`src/rtl/rf_pkg.sv`:
```
// Shared defaults and per-port bus slicing helpers for the scoreboarded register file.
package rf_pkg;

    localparam int RF_DATA_W  = 32;
    localparam int RF_ADDR_W  = 5;
    localparam int RF_PEND_W  = 2;
    // Widest flattened port bus the helpers handle (4 ports x 32 bits fits with room to spare).
    localparam int RF_MAX_BUS = 256;

    function automatic logic [RF_MAX_BUS-1:0] rf_get_slice(
        input logic [RF_MAX_BUS-1:0] bus,
        input int                    k,
        input int                    w
    );
        logic [RF_MAX_BUS-1:0] mask;
        mask = (RF_MAX_BUS'(1) << w) - RF_MAX_BUS'(1);
        return (bus >> (k * w)) & mask;
    endfunction

    function automatic logic [RF_MAX_BUS-1:0] rf_put_slice(
        input logic [RF_MAX_BUS-1:0] bus,
        input int                    k,
        input int                    w,
        input logic [RF_MAX_BUS-1:0] val
    );
        logic [RF_MAX_BUS-1:0] mask;
        mask = ((RF_MAX_BUS'(1) << w) - RF_MAX_BUS'(1)) << (k * w);
        return (bus & ~mask) | ((val << (k * w)) & mask);
    endfunction

endpackage

```
`src/rtl/rf_pend_ctr.sv`:
```
// One per-register pending-write counter: counts issued-but-unretired writes, never wraps.
module rf_pend_ctr
#(
    parameter int PEND_W = 2
)(
    input  logic              CLK,
    input  logic              RST,
    input  logic              inc,
    input  logic              dec,
    output logic [PEND_W-1:0] cnt,
    output logic              full
);

    logic dec_ok;

    assign full   = &cnt;
    assign dec_ok = dec && (cnt != '0);

    // NOTE: state uses non-blocking assignments so every flop samples pre-edge values.
    always_ff @(posedge CLK or posedge RST) begin
        if (RST) begin
            cnt <= '0;
        end else if (inc && !dec_ok && !full) begin
            cnt <= cnt + PEND_W'(1);
        end else if (dec_ok && !inc) begin
            cnt <= cnt - PEND_W'(1);
        end
    end

endmodule

```
`src/rtl/rf_scoreboard.sv`:
```
// Multi-port register file with optional zero register, write bypass and a
// per-register pending-write scoreboard for RAW hazard detection at issue.
module rf_scoreboard
    import rf_pkg::*;
#(
    parameter int DATA_W   = RF_DATA_W,
    parameter int ADDR_W   = RF_ADDR_W,
    parameter int N_RD     = 2,
    parameter int PEND_W   = RF_PEND_W,
    parameter int ZERO_REG = 1,
    parameter int BYPASS   = 1
)(
    input  logic                     CLK,
    input  logic                     RST,
    input  logic                     W,
    input  logic [ADDR_W-1:0]        W_reg,
    input  logic [DATA_W-1:0]        W_data,
    input  logic [N_RD*ADDR_W-1:0]   R_reg,
    output logic [N_RD*DATA_W-1:0]   R_data,
    output logic [N_RD-1:0]          R_busy,
    input  logic                     Issue,
    input  logic [ADDR_W-1:0]        Issue_reg,
    output logic                     Issue_full
);

    localparam int DEPTH    = 2**ADDR_W;
    localparam int RD_BUS_W = N_RD * DATA_W;

    logic [DATA_W-1:0] regs   [DEPTH];
    logic [PEND_W-1:0] cnt    [DEPTH];
    logic [DEPTH-1:0]  full;
    logic [DATA_W-1:0] rd_val [N_RD];
    logic              write_zero;

    assign write_zero = (ZERO_REG != 0) && (W_reg == '0);

    // A retiring write in the same cycle does not relieve the stall.
    assign Issue_full = Issue && full[Issue_reg];

    // NOTE: every entry is reset because reads after RST must return 0, not stale data.
    always_ff @(posedge CLK or posedge RST) begin
        if (RST) begin
            for (int i = 0; i < DEPTH; i++) begin
                regs[i] <= '0;
            end
        end else if (W && !write_zero) begin
            regs[W_reg] <= W_data;
        end
    end

    for (genvar i = 0; i < DEPTH; i++) begin : g_ctr
        if ((ZERO_REG != 0) && (i == 0)) begin : g_tie
            assign cnt[i]  = '0;
            assign full[i] = 1'b0;
        end else begin : g_cnt
            logic inc;
            logic dec;
            assign inc = Issue && !Issue_full && (Issue_reg == ADDR_W'(i));
            assign dec = W && (W_reg == ADDR_W'(i));
            rf_pend_ctr #(.PEND_W(PEND_W)) u_ctr (
                .CLK  (CLK),
                .RST  (RST),
                .inc  (inc),
                .dec  (dec),
                .cnt  (cnt[i]),
                .full (full[i])
            );
        end
    end

    for (genvar k = 0; k < N_RD; k++) begin : g_rd
        logic [ADDR_W-1:0] addr;
        logic              zero_hit;
        logic              hit;
        logic [DATA_W-1:0] val;

        assign addr     = ADDR_W'(rf_get_slice(RF_MAX_BUS'(R_reg), k, ADDR_W));
        assign zero_hit = (ZERO_REG != 0) && (addr == '0);
        assign hit      = (BYPASS != 0) && W && (W_reg == addr) && !zero_hit;

        // NOTE: default assignment first so no path leaves val unassigned (no latch).
        always_comb begin
            val = regs[addr];
            if (RST || zero_hit) begin
                val = '0;
            end else if (hit) begin
                val = W_data;
            end
        end

        assign rd_val[k] = val;
        // Busy only if writes remain outstanding once a bypassed write retires this cycle.
        assign R_busy[k] = !zero_hit && (cnt[addr] > PEND_W'(hit));
    end

    always_comb begin
        R_data = '0;
        for (int k = 0; k < N_RD; k++) begin
            R_data = RD_BUS_W'(rf_put_slice(RF_MAX_BUS'(R_data), k, DATA_W,
                                            RF_MAX_BUS'(rd_val[k])));
        end
    end

endmodule

```
`config.mk`:
```
export PLATFORM = sky130hd
export DESIGN_NAME = rf_scoreboard
export DESIGN_NICKNAME = d
export VERILOG_FILES = /design/src/rtl/rf_pkg.sv /design/src/rtl/rf_pend_ctr.sv /design/src/rtl/rf_scoreboard.sv
export SDC_FILE = /design/constraint.sdc
export NUM_CORES = 2
export LEC_CHECK = 0
export ABC_CLOCK_PERIOD_IN_PS = 64300
export CORE_MARGIN = 10
export CORE_UTILIZATION = 25
export DETAILED_ROUTE_END_ITERATION = 7
export GPL_TIMING_DRIVEN = 0
export SETUP_SLACK_MARGIN = 0.4
export SYNTH_ARGS = -nofsm -noshare
export SYNTH_HDL_FRONTEND = slang
export SYNTH_SLANG_ARGS = --single-unit
```
`constraint.sdc`:
```
create_clock -name CLK -period 64.3 [get_ports CLK]
set_clock_uncertainty 0.1 [all_clocks]
set_input_delay 9.645 -clock CLK [delete_from_list [all_inputs] [get_ports CLK]]
set_output_delay 9.645 -clock CLK [all_outputs]
set_load 0.02 [all_outputs]
```
-- Word level (Yosys, flattened, before mapping)
Cells that the tools add are included.
- bits in registers: 1086
- input bits: 56
- word-level logic and storage cells: 674
- $add $sub $neg: 62
- order comparisons: 7
- equality and inequality tests: 64
- muxes and demuxes: 83
- bitwise gates (word level): 4
- reduce and logical (&&, ||, !) cells: 391
- operators by type and width (cell ; count):
    $bwmux 1024 ; 1
    $bmux 32 s5 ; 2
    $mux 32 ; 9
    $logic_and 1x1->1 ; 196
    $demux 32 s5 ; 1
    $eq 5x5->1 const B ; 32
    $mux 2 ; 66
    $reduce_bool 2->1 ; 62
    $logic_not 1->1 ; 97
    $eq 5x4->1 const B ; 16
    $or 32x64->64 ; 1
    $add 2x1->2 const B ; 31
    $reduce_and 2->1 ; 31
    $sub 2x1->2 const B ; 31
    $eq 5x3->1 const B ; 8
    $bmux 2 s5 ; 2
    $eq 5x2->1 const B ; 4
    $ge 6x6->1 const B ; 3
    $not 5->6 ; 3
    $logic_not 5->1 ; 3
    $eq 5x1->1 const B ; 2
    $eq 5x5->1 ; 2
    $lt 5x6->1 const B ; 1
    $lt 6x1->1 const B ; 1
    4 further kinds ; 6

-- Longest topological paths before layout
- depth in word-level cells: 11
- mapped depth: 11

-- By module
From an unflattened synthesis, not the netlist that was laid out.
- cell total of the unflattened synthesis: 4759
- area, all modules: 59817.4 um^2
- modules (own cells, without submodules) (module ; instances ; cells each ; area an instance (um^2) ; sequential area each (um^2)):
    rf_scoreboard ; 1 ; 4325 ; 56171.4 ; 25624.6
    rf_pend_ctr ; 31 ; 14 ; 117.6 ; 50.0

-- Worst setup path after synthesis
Ideal clock, no wire load.
- path kind: input to output
- start point: input port RST
- end point: output port R_data[0]
- arrival: 36836 ps
- required time: 54555 ps
- setup slack: 17719 ps
- stages: 3
- buffers on the path: 0
- cells stage by stage: inv_1 -> o21ai_1 -> a211oi_1
- cells in the longest elaborated chain, start to end: 3
- ends and longest elaborated chain (item ; RTL line ; text):
    start, declared ; rf_scoreboard.sv:14 ; input logic RST,
    $logic_or 1x1->1 ; rf_scoreboard.sv:84 ; if (RST || zero_hit) begin
    $mux 32 ; rf_scoreboard.sv:84 ;
    $or 32x64->64 ; rf_pkg.sv:28 ; return (bus & ~mask) | ((val << (k * w)) & mask);
    end, declared ; rf_scoreboard.sv:19 ; output logic [N_RD*DATA_W-1:0] R_data,
No other way between the ends.

-- Final worst setup path
- start point: input port R_reg[6]
- end point: output port R_data[32]
- cells in the longest elaborated chain, start to end: 7
- elaborated cells on any way between the ends: 13
- those cells by class: 1 x eq/ne; 5 x mux; 2 x bitwise; 5 x reduce/logical
- ends and longest elaborated chain (item ; RTL line ; text):
    start, declared ; rf_scoreboard.sv:18 ; input logic [N_RD*ADDR_W-1:0] R_reg,
    $not 5->6 (not written as such) ; rf_scoreboard.sv:83 ; val = regs[addr];
    $bmux 32 s5 ; rf_scoreboard.sv:83 ;
    $mux 32 (not written as such) (2 in a row) ; rf_scoreboard.sv:83 ;
    $mux 32 ; rf_scoreboard.sv:86 ; end else if (hit) begin
    $mux 32 * ; rf_scoreboard.sv:84 ;
    $or 32x64->64 * ; rf_pkg.sv:28 ;
Mark *: on every way between the ends. The rest lies on a longest branch, timed or not. The select of a mux whose other input is x is not followed.

==> flow_metrics.tcl <==
set metrics [dict create \
    run_status "finished with violations" \
    violations "max-capacitance violations, max-slew violations" \
    maxCapViolCount 5 \
    area_growth_pct 15.9 \
    ys_ff_latch 1086 \
    nNetsFinal 4485 \
    worstPathRequired_ns 54.55 \
    worstPathMaxFanout 10 \
    critPathKind "in -> out" \
    drive_above_1_share_pct 41.4 \
    die_area_mm2 0.259 \
    portBuffers 110 \
    grt_max_degree 127 \
    drc 0 \
    num_vias 42015 \
    via_per_inst 5.45 \
    powerDensity_mw_per_mm2 30.2 \
    critPathSlowestCell "a211oi_1" \
    die_h_um 509 \
    grt_pass1_wl_um 324000 \
    hold_path.class "reg -> reg" \
    drt_wl_total_um 230000 \
    cts_tree "done" \
    drt_iter0_drc 5418 \
    grt_usage_pct 17.3 \
    synth_top_area_share_pct 45.4 \
    postSynthCellCount 4183 \
    htreeDepth 3 \
    grt_pass1_vias 42412 \
    synth_edf_count 0 \
    synth.area.top_cells "dfrtp_1 45%, mux4_2 26%, mux2_2 16%" \
    yosysWarningCount 0 \
    vdd_ir_drop_max_mv 0.0226 \
    synth_xor_area_share_pct 0.366 \
    setup_viol 0 \
    avgRoutedWirePerCell_um 29.9 \
    p_sw_mw 0.605 \
    min_period_ns 25.20 \
    syn-num-nets 4241 \
    whs_ns 0.380 \
    hold_buffers 0 \
    relSlewSlack_pct -6.84 \
    synth_mux_area_share_pct 43.2 \
    firstDrtPassIters 8 \
    fin_tns_setup_ns 0 \
    antenna_found_initial 23 \
    synth_area_mm2 0.0599 \
    io_pins 123 \
    crit_chain "clkdlybuf4s50_1 -> clkbuf_1 -> clkbuf_1 -> mux4_2 -> mux4_2 -> mux2i_1 -> a211oi_1 -> clkdlybuf4s50_1" \
    ys_top_cells_by_count "1086 x dfrtp_1, 869 x mux2_2, 678 x mux4_2" \
    clk_pin_slew_ns 0.06 \
    arrival_ns 15.46 \
    swShare_pct 28.8 \
    pre_cts_ws_ns 39.26 \
    endpoint_kind "output port" \
    clk_latency_ns 0.78 \
    grt_overflow 0 \
    final-hold-violation-count 0 \
    postLayoutCoreUtil_pct 29.2 \
    clock_sinks 1086 \
    finalWorstSetupSlack_ns 39.10 \
    die_w_um 509 \
    synth_compound_gate_area_share_pct 2.71 \
    synth-async-reset-ratio_pct 100 \
    cp_top_family "buffers and inverters" \
    synthFlopType "dfrtp_1" \
    dpl.hpwl_um 162000 \
    fin_crit_sh_pct 39.2 \
    crit_buf_inv 4 \
    worst_slew_pin_slew_ns 1.60 \
    synth_area_leader_cell "dfrtp_1" \
    cts_buffers 119 \
    leakage_nw 28.7 \
    floorplan.initialDensity_pct 25.1 \
    fmax_mhz 39.7 \
    p_seq_share_pct 43.1 \
    gp_congestion 0.908 \
    synthAdderAreaFrac_pct 0.0418 \
    cts_root_buf "clkbuf_16" \
    yosysMostFrequentCell "dfrtp_1" \
    fillers 23763 \
    num_rows 179 \
    seq_area_frac_synth_pct 45.4 \
    cp-start-kind "primary input" \
    p_comb_share_pct 22.1 \
    cp_slowest_stage_delay_ns 1.23 \
    core_area_mm2 0.238 \
    antenna_left 0 \
    power.share.clock_pct 34.8 \
    yosys.area_share.simple_pct 5.24 \
    synth_cell_types 63 \
    rsz0062_at_grt "no" \
    postSynthAreaPerCell_um2 14.3 \
    cts_resized 0 \
    cts_buffer_depth 3 \
    slew_violations 30 \
    synth_top_family_by_area "multiplexers" \
    intPower_mw 1.49 \
    cts_setup_buffers 0 \
]
## flip-flops by register name, summed over array words and instances, names as in the netlist
name / cells
g_ctr.g_cnt.u_ctr.cnt: 62
regs: 1024
## layer usage
layer | vias to the layer above | GRT usage (%) | part of all wire (%)
met1 | 22783 | 22.8 | 40
met5 | - | 0 | 0.018
li1 | 16403 | - | -
met4 | 6 | 8.44 | 5.4
met2 | 2319 | 25.7 | 44
met3 | 504 | 5.22 | 10
## cell type report
| class | instances | area [um2] | share of cell area, % |
|---|---|---|---|
| Clock inverter | 53 | 683 | 0.984 |
| Tap cell | 3167 | 3960 | 5.71 |
| Clock buffer | 168 | 3400 | 4.90 |
| Timing Repair Buffer | 123 | 1420 | 2.05 |
| Buffer | 447 | 1810 | 2.60 |
| Inverter | 12 | 52.6 | 0.0757 |
| Antenna cell | 15 | 37.5 | 0.0541 |
| Multi-Input combinational cell | 2638 | 30900 | 44.5 |
| Sequential cell | 1086 | 27200 | 39.2 |
## per-stage QoR
stage	total power, mW	instances	instance area [um2]
final	2.10	7709	69400
after global routing	2.17	7701	69400
after CTS	2.10	7692	69300
after detailed placement	1.37	7471	65200
after global placement	1.35	7460	64900
after floorplan	1.22	4183	59900
## cells in the final DEF (no fill, tap or decap), drive strengths merged, types with 13 or more instances in the layout
cell,Yosys,layout
nor2,139,139
a211oi,68,68
nor2b,17,17
a21boi,17,17
inv,12,16
nand2,475,475
mux2i,78,78
mux4,678,678
clkdlybuf4s50,0,110
clkbuf,334,502
clkinv,0,34
mux2,871,871
a21oi,36,36
or2,14,14
buf,113,126
bufinv,0,13
dfrtp,1086,1086
o211ai,19,19
nand3,40,40
xnor2,18,18
diode,0,15
o21ai,41,41
## path summary, 6_finish.rpt
check,start,endpoint,slack (ns),depth (start not counted)
max in group asynchronous,RST,regs[161],51.97,7
max,R_reg[6],R_data[32],39.10,8
max reg2reg,g_ctr[23].g_cnt.u_ctr.cnt[0],g_ctr[10].g_cnt.u_ctr.cnt[1],61.29,9
min in group asynchronous,RST,regs[375],9.23,2
min,regs[1005],regs[1005],0.38,1
min reg2reg,regs[1005],regs[1005],0.38,1
## worst register-to-register path, delay by kind of cell (launching register included)
kind            cells  cell delay, ns
simple gates        2            0.28
flops               1            0.32
buf+inv             3            0.81
mux                 2            0.83
compound gates      2            0.55
## power groups by stage
stage	clock, mW	combinational (mW)	sequential, mW
final	0.729	0.463	0.903
after global routing	0.762	0.489	0.917
after CTS	0.736	0.463	0.898
after detailed placement	0	0.461	0.910
after global placement	0	0.450	0.902
after floorplan	0	0.334	0.882
## logic make-up after synthesis
group                      Yosys count
muxes                             1627
xor gates and xnor gates            25
DFF                               1086
adders and majority gates            2
buffers and inverters              459
and+or+nand+nor                    747
AOI/OAI and AO/OA                  237
(Power assumes the default switching activity.)
